### config.mk
export PLATFORM = sky130hd
export DESIGN_NAME = wb_exc_ctrl
export DESIGN_NICKNAME = d
export VERILOG_FILES = /design/src/rtl/wb_exc_ctrl.sv
export SDC_FILE = /design/constraint.sdc
export NUM_CORES = 1
export LEC_CHECK = 0
export ABC_AREA = 1
export CAP_MARGIN = 20
export CORE_AREA = 10 10 164 166
export DETAILED_ROUTE_END_ITERATION = 6
export DIE_AREA = 0 0 174 176
export HOLD_SLACK_MARGIN = 0.02
export PLACE_DENSITY = 0.62
export SKIP_CTS_REPAIR_TIMING = 1
export SYNTH_ARGS = -nofsm -noshare
export SYNTH_HDL_FRONTEND = slang
export SYNTH_SLANG_ARGS = --single-unit
### constraint.sdc
create_clock -name clk -period 4.52 [get_ports clk]
set_input_delay 0.904 -clock clk [delete_from_list [all_inputs] [get_ports clk]]
set_output_delay 0.904 -clock clk [all_outputs]
set_load 0.02 [all_outputs]
### src/rtl/wb_exc_ctrl.sv
// Writeback-stage exception/commit controller: arbitrates exceptions, interrupts, ERTN and
// CSR writes, drives the CSR file strobes, then sequences a flush and a fetch redirect.
module wb_exc_ctrl #(
  parameter int FLUSH_CYCLES = 1
) (
  input  logic        clk,
  input  logic        reset,
  input  logic        ws_valid,
  input  logic [31:0] ws_pc,
  input  logic [31:0] ws_vaddr,
  input  logic [4:0]  ws_ex_vec,
  input  logic        ws_ertn,
  input  logic        ws_csr_we,
  input  logic        ws_csr_xchg,
  input  logic [13:0] ws_csr_num,
  input  logic [31:0] ws_rj_value,
  input  logic [31:0] ws_rd_value,
  input  logic [12:0] csr_estat_is,
  input  logic [12:0] csr_ecfg_lie,
  input  logic        csr_crmd_ie,
  input  logic [31:0] csr_eentry,
  input  logic [31:0] csr_era,
  output logic        ws_allowin,
  output logic        wb_ex,
  output logic [5:0]  wb_ecode,
  output logic [8:0]  wb_esubcode,
  output logic [31:0] wb_pc,
  output logic [31:0] wb_vaddr,
  output logic        ertn_flush,
  output logic        csr_we,
  output logic [13:0] csr_num,
  output logic [31:0] csr_wmask,
  output logic [31:0] csr_wvalue,
  output logic        flush_out,
  output logic        redirect_valid,
  output logic [31:0] redirect_pc,
  input  logic        redirect_ready
);

  typedef enum logic [1:0] {IDLE, FLUSH, REDIRECT} state_t;

  localparam logic [1:0] FLUSH_LAST = 2'(FLUSH_CYCLES - 1);

  state_t     state;
  logic       int_pend_q;
  logic [1:0] flush_cnt;
  logic       commit;

  // Exception flags are {adef, ine, sys, brk, ale}; a pending interrupt outranks all of them.
  function automatic logic [5:0] sel_ecode(input logic int_pend, input logic [4:0] ex_vec);
    if (int_pend)       return 6'h00;
    else if (ex_vec[4]) return 6'h08;
    else if (ex_vec[3]) return 6'h0D;
    else if (ex_vec[2]) return 6'h0B;
    else if (ex_vec[1]) return 6'h0C;
    else if (ex_vec[0]) return 6'h09;
    else                return 6'h00;
  endfunction

  assign commit      = ws_valid & (state == IDLE);
  assign ws_allowin  = (state == IDLE);
  assign wb_ex       = commit & (int_pend_q | (|ws_ex_vec));
  assign wb_ecode    = wb_ex ? sel_ecode(int_pend_q, ws_ex_vec) : 6'h00;
  assign wb_esubcode = 9'h000;
  assign wb_pc       = ws_pc;
  assign wb_vaddr    = ws_vaddr;
  assign ertn_flush  = commit & ws_ertn & ~wb_ex;
  assign csr_we      = commit & ws_csr_we & ~wb_ex;
  assign csr_num     = ws_csr_num;
  assign csr_wmask   = ws_csr_xchg ? ws_rj_value : 32'hFFFF_FFFF;
  assign csr_wvalue  = ws_rd_value;

  // Control stage: flush_out and redirect_valid are registered alongside the state.
  always_ff @(posedge clk) begin
    if (reset) begin
      state          <= IDLE;
      int_pend_q     <= 1'b0;
      flush_cnt      <= 2'd0;
      flush_out      <= 1'b0;
      redirect_valid <= 1'b0;
      redirect_pc    <= 32'h0;
    end else begin
      int_pend_q <= csr_crmd_ie & (|(csr_estat_is & csr_ecfg_lie));
      case (state)
        IDLE: begin
          if (wb_ex | ertn_flush) begin
            state       <= FLUSH;
            flush_cnt   <= 2'd0;
            flush_out   <= 1'b1;
            redirect_pc <= wb_ex ? csr_eentry : csr_era;
          end
        end
        FLUSH: begin
          if (flush_cnt == FLUSH_LAST) begin
            state          <= REDIRECT;
            flush_out      <= 1'b0;
            redirect_valid <= 1'b1;
          end else begin
            flush_cnt <= flush_cnt + 2'd1;
          end
        end
        REDIRECT: begin
          if (redirect_ready) begin
            state          <= IDLE;
            redirect_valid <= 1'b0;
          end
        end
        default: begin
          state          <= IDLE;
          flush_out      <= 1'b0;
          redirect_valid <= 1'b0;
        end
      endcase
    end
  end

endmodule

==> results of run 1 <==
-- registers in the layout, summed over array words and instances, names as in the netlist --
register / cells
flush_cnt: 2
flush_out: 1
int_pend_q: 1
redirect_pc: 32
redirect_valid: 1
state: 2
-- worst max-delay path, cell delays in order --
cell and delay [ns]:
clkdlybuf4s50_1 0.53, nor2_1 0.09, nand3_2 0.29, nand2_2 0.13, inv_1 0.10, nand2_1 0.08
nor3_1 0.14, clkdlybuf4s50_1 0.64
-- synthesized netlist by cell type (2+ instances only) --
cell / n / area share
nand2_1: 155 / 0.17
buf_4: 122 / 0.27
nor2_1: 77 / 0.085
inv_1: 44 / 0.049
dfxtp_1: 39 / 0.23
nand3_1: 35 / 0.052
nand3b_1: 33 / 0.073
clkbuf_1: 13 / 0.014
buf_2: 8 / 0.012
a21oi_1: 6 / 0.0088
nand4_1: 5 / 0.0092
buf_1: 3 / 0.0033
nor3_1: 2 / 0.0029
o21ai_0: 2 / 0.0029
-- kinds of logic after synthesis --
group | Yosys count | synth area share
flops | 39 | 0.230
buf+inv | 191 | 0.349
simple gates | 310 | 0.402
other cells | 1 | 0.00110
compound gates | 9 | 0.0144
fa+ha+maj | 1 | 0.00368
-- layout make-up --
type,count,area [sq um],area share
Clock inverter,1,30.0,0.00585
Multi-Input combinational cell,331,1490,0.290
Clock buffer,6,129,0.0251
Antenna cell,1,2.50,0.000488
Timing Repair Buffer,214,2130,0.415
Tap cell,324,405,0.0790
Sequential cell,39,781,0.152
Inverter,45,169,0.0329
-- per-stage QoR --
| step | hold WS, ns | cell area, sq um | power, mW | utilization |
|---|---|---|---|---|
| 2_1_floorplan | 0.534 | 3430 | 0.898 | - |
| 3_3_place_gp | 0.470 | 4970 | 1.07 | 0.209 |
| 3_5_place_dp | 0.470 | 4970 | 1.08 | 0.209 |
| 4_1_cts | 0.485 | 5130 | 1.52 | 0.215 |
| 5_1_grt | 0.554 | 5130 | 1.58 | 0.215 |
| 6_report | 0.479 | 5130 | 1.47 | 0.215 |
-- metal layers --
layer / wire length [microns] / track usage
met1: 6070 / 0.104
met2: 7670 / 0.167
met3: 2360 / 0.0666
met4: 619 / 0.0456
met5: 111 / 0.0272
-- power by group through the flow --
stage | sequential [mW] | combinational, mW | clock, mW
CTS | 0.419 | 0.655 | 0.442
global route | 0.425 | 0.706 | 0.449
floorplan | 0.480 | 0.418 | 0
finish | 0.419 | 0.641 | 0.412
detailed placement | 0.426 | 0.651 | 0
global placement | 0.424 | 0.650 | 0
-- worst min path at each step --
stage | cells after the start | end | from | slack (ns)
CTS | 2 | redirect_valid$_SDFFE_PP0P_ | redirect_valid$_SDFFE_PP0P_ | 0.48
finish | 2 | redirect_valid$_SDFFE_PP0P_ | redirect_valid$_SDFFE_PP0P_ | 0.48
global placement | 2 | redirect_valid$_SDFFE_PP0P_ | redirect_valid$_SDFFE_PP0P_ | 0.47
detailed placement | 2 | redirect_valid$_SDFFE_PP0P_ | redirect_valid$_SDFFE_PP0P_ | 0.47
floorplan | 4 | flush_cnt[1]$_SDFFE_PP0P_ | flush_cnt[1]$_SDFFE_PP0P_ | 0.53
global route | 2 | redirect_valid$_SDFFE_PP0P_ | redirect_valid$_SDFFE_PP0P_ | 0.55
==> key figures, run 1 <==
Worst setup path
  • CP arrival: 2.90 ns
  • R2R setup slack: 2.34 ns
  • Worst Setup End Kind: output pin
  • CP Max Fanout: 12
  • Reg2reg start: int_pend_q$_SDFF_PP0_
  • Worst Path Class, Setup: in -> out
  • Crit path from: ws_ex_vec[3]
  • Reg2Reg Depth: 8
  • Critical Path End: wb_ecode[1]
  • Critical Path RT: 3.62 ns
  • CP startpoint kind: primary input
  • R2R Path End: flush_cnt[1]$_SDFFE_PP0P_

Die
  • DIE WIDTH: 174 microns
  • Area of the core: 23800 sq um
  • Num rows: 57
  • Die Footprint: 30600 sq um
  • I/O pins: 440
  • Die Ht: 176 microns
  • Initial core utilization: 0.143

Routing
  • Routed WL: 16800 microns
  • Final ANT Viol Nets: 0
  • DRT iter0 DRCs: 136
  • Vias/cell: 3.61
  • Number of iterations in the first detailed-routing pass: 4
  • DRC: 0
  • Mean routed wirelength per cell: 17.5 microns
  • Routed via count: 3468

Clocking
  • Clock Root Buffer: clkbuf_16
  • H-tree depth: 2
  • Clock Tree Buf Depth: 2
  • Skew-Pair Late Insertion Delay: 0.29 ns
  • Clock transition at path regs: 0.06 ns
  • Clk sinks: 39
  • Cts bufs inserted: 5
  • CTS tree: yes

Timing
  • Minimum clock period: 3.81 ns
  • Period utilization: 0.842
  • Final Max Slew Viols: 0
  • Max Clk Rate: 0.263 GHz
  • Final Hold Fails: 0
  • Final WS setup: 0.714 ns
  • Final setup violation count: 0
  • Slew HR: 0.470
  • RSZ-0062 raised after global routing: no
  • Clk_skew: 0.00394 ns
  • Slew @ Worst Pin: 0.795 ns
  • Final TNS setup: 0 ns

Placement
  • Number of port buffers: 208
  • HPWL Detailed: 13600 microns
  • DP Worst Slack: 0.729 ns
  • Placed cell count: 953
  • Routability cong.: 0.733

GRT
  • Largest net degree at the start of global routing: 68
  • Vias in the first global route: 3630
  • GRT Util Overall: 0.104
  • Initial antenna violation count: 0
  • First-pass GRT wire length: 23900 microns
  • Gr ovfl total: 0

Synth
  • Mapped Area: 3400 sq um
  • Post-synth EDFFs: 0
  • Synth Register Bits: 39
  • Synth warn: 0
  • Per-instance average area after synthesis: 6.17 sq um
  • Main flop type after synthesis: dfxtp_1
  • Sequential share of the synthesized area: 0.230
  • Mapped Cells: 551
  • Post-synth cell types: 21
  • Async S/R FF share, synth: 0

Power and ir drop
  • Power per cell area: 287 nW/um^2
  • Sequential power share: 0.284
  • VDD IR max: 0.120 mV
  • Sw Pwr: 0.508 mW
  • Static leakage: 2.29 nW
  • Int Pwr: 0.964 mW
  • Clock power frac: 0.280
  • Logic gate share of total power: 0.436
  • Switching power share of the total: 0.345

Final layout
  • Most frequent cells in the layout: clkdlybuf4s50_1, nand2_1, nor2_1
  • Final non-filler cell total: 961
  • Layout cells sized above 1: 0.0283
  • Total Nets Final: 882
  • Synth-to-Final Area Change: 51.0%
  • Commonest non-fill, non-tap cell in the layout: clkdlybuf4s50_1
  • Fillcell total: 2734

Flow run
  • Max_cap viols: 0

Outcome
  • Status: complete, no violations

Min path
  • Hold Path Class: reg -> reg
Power figures use the tool's default switching activity.
==> inputs of run 2 (changes only) <==
--- a/config.mk
+++ b/config.mk
@@ -7,11 +7,11 @@
 export LEC_CHECK = 0
 export ABC_AREA = 1
 export CAP_MARGIN = 20
-export CORE_AREA = 10 10 164 166
+export CORE_AREA = 10 10 161 163
 export DETAILED_ROUTE_END_ITERATION = 6
-export DIE_AREA = 0 0 174 176
+export DIE_AREA = 0 0 171 173
 export HOLD_SLACK_MARGIN = 0.02
-export PLACE_DENSITY = 0.62
+export PLACE_DENSITY = 0.65
 export SKIP_CTS_REPAIR_TIMING = 1
 export SYNTH_ARGS = -nofsm -noshare
 export SYNTH_HDL_FRONTEND = slang
==> constraint.sdc (replaced) <==
create_clock -name clk -period 3.1 [get_ports clk]
set_input_delay 0.62 -clock clk [delete_from_list [all_inputs] [get_ports clk]]
set_output_delay 0.62 -clock clk [all_outputs]
set_load 0.02 [all_outputs]
==> key figures, run 2 (same netlist as run 1, synthesis figures left out) <==
Clocking
  • Clock Root Buffer: clkbuf_16
  • H-tree depth: 2
  • Clock transition at path regs: 0.05 ns
  • Cts bufs inserted: 5
  • Skew-Pair Late Insertion Delay: 0.29 ns
  • Clk sinks: 39
  • Clock Tree Buf Depth: 2
  • CTS tree: yes

Placement
  • HPWL Detailed: 12100 microns
  • Number of port buffers: 208
  • Placed cell count: 925
  • Routability cong.: 0.727
  • Cell area after placement: 5040 sq um

Final layout
  • Post-route cell area: 5220 sq um
  • Fillcell total: 2528
  • Biggest register: redirect_pc
  • Layout cells sized above 1: 0.0478
  • Synth-to-Final Area Change: 53.7%
  • Largest register FFs: 32
  • Final non-filler cell total: 933
  • Commonest non-fill, non-tap cell in the layout: clkdlybuf4s50_1
  • Total Nets Final: 893
  • Top flop regs: redirect_pc: 32 flops, flush_cnt: 2 flops, state: 2 flops
  • Most frequent cells in the layout: clkdlybuf4s50_1, nand2_1, nor2_1
  • Diode count: 0

Worst setup path
  • Crit path from: ws_valid
  • CP arrival: 2.38 ns
  • CP Max Fanout: 3
  • CP startpoint kind: primary input
  • Critical Path RT: 2.48 ns
  • Worst Path Class, Setup: in -> out
  • Reg2reg start: state[1]$_SDFFE_PP0P_
  • Worst Setup End Kind: output pin
  • R2R setup slack: 1.15 ns
  • R2R Path End: redirect_pc[9]$_SDFFE_PP0P_
  • Reg2Reg Depth: 9

Routing
  • DRT iter0 DRCs: 177
  • Routed WL: 14900 microns
  • DRC: 0
  • Routed via count: 3452
  • Mean routed wirelength per cell: 15.9 microns
  • Final ANT Viol Nets: 0
  • Number of iterations in the first detailed-routing pass: 4
  • Vias/cell: 3.70

GRT
  • First-pass GRT wire length: 21400 microns
  • GRT Util Overall: 0.0947
  • Initial antenna violation count: 0
  • Vias in the first global route: 3384
  • Gr ovfl total: 0
  • Largest net degree at the start of global routing: 63

Power and ir drop
  • Power per cell area: 416 nW/um^2
  • Tot Pwr: 2.17 mW
  • Static leakage: 2.45 nW
  • VDD IR max: 0.257 mV

Timing
  • Minimum clock period: 3.00 ns
  • Slew @ Worst Pin: 0.693 ns
  • Final TNS setup: 0 ns
  • Max Clk Rate: 0.334 GHz
  • RSZ-0062 raised after global routing: no
  • Hold slack: 0.480 ns
  • Clk_skew: 0.0119 ns
  • Period utilization: 0.966
  • Slew HR: 0.538
  • Final setup violation count: 0
  • Final Max Slew Viols: 0
  • Final Hold Fails: 0

Die
  • Area of the core: 22600 sq um
  • Num rows: 55
  • Initial core utilization: 0.150
  • Die Ht: 173 microns
  • DIE WIDTH: 171 microns
  • I/O pins: 440
  • Die Footprint: 29600 sq um

Min path
  • HP Start: redirect_valid$_SDFFE_PP0P_
  • Hold Path Class: reg -> reg
  • Worst hold path depth: 2
  • Worst Hold End: redirect_valid$_SDFFE_PP0P_

Outcome
  • Status: complete, no violations

Flow run
  • Max_cap viols: 0
-- run 2: routing by layer --
metal / part of all wire / wire (microns) / GRT usage / vias to the layer above
met5: 0 / 0 / 0 / -
met2: 0.47 / 7020 / 0.154 / 184
li1: - / - / - / 1744
met1: 0.36 / 5420 / 0.0960 / 1468
met3: 0.12 / 1780 / 0.0471 / 56
met4: 0.044 / 658 / 0.0536 / 0
-- run 2: power breakdown --
part           internal [mW]  switching (mW)  leakage, nW
logic                  0.480           0.482         2.04
registers              0.576          0.0348        0.324
clock network          0.380           0.222       0.0838
total                   1.44           0.738         2.45
-- run 2: layout make-up --
cell class,instances,area [sq um],area share
Timing Repair Buffer,225,2260,0.433
Multi-Input combinational cell,331,1490,0.285
Sequential cell,39,781,0.150
Tap cell,285,357,0.0683
Inverter,45,169,0.0324
Clock buffer,5,125,0.0240
Clock inverter,3,43.8,0.00839
-- run 2: how the worst max path moves through the flow --
stage	to	depth (start not counted)
after floorplan	wb_ecode[1]	6
after global placement	wb_ecode[2]	8
after detailed placement	wb_ecode[2]	8
after CTS	wb_ecode[2]	8
after global routing	wb_ex	7
final	wb_ex	7
-- run 2: stage by stage --
stage	utilization	setup slack [ns]
after floorplan	-	0.525
after global placement	0.223	-0.109
after detailed placement	0.223	-0.103
after CTS	0.231	-0.127
after global routing	0.231	0.000137
final	0.231	0.105
-- run 2: worst max-delay path, stage by stage --
cell and delay (ns):
clkdlybuf4s50_1 0.50, nor3b_4 0.23, buf_12 0.14, nand2_2 0.09, inv_1 0.09, buf_4 0.10, clkdlybuf4s50_1 0.61
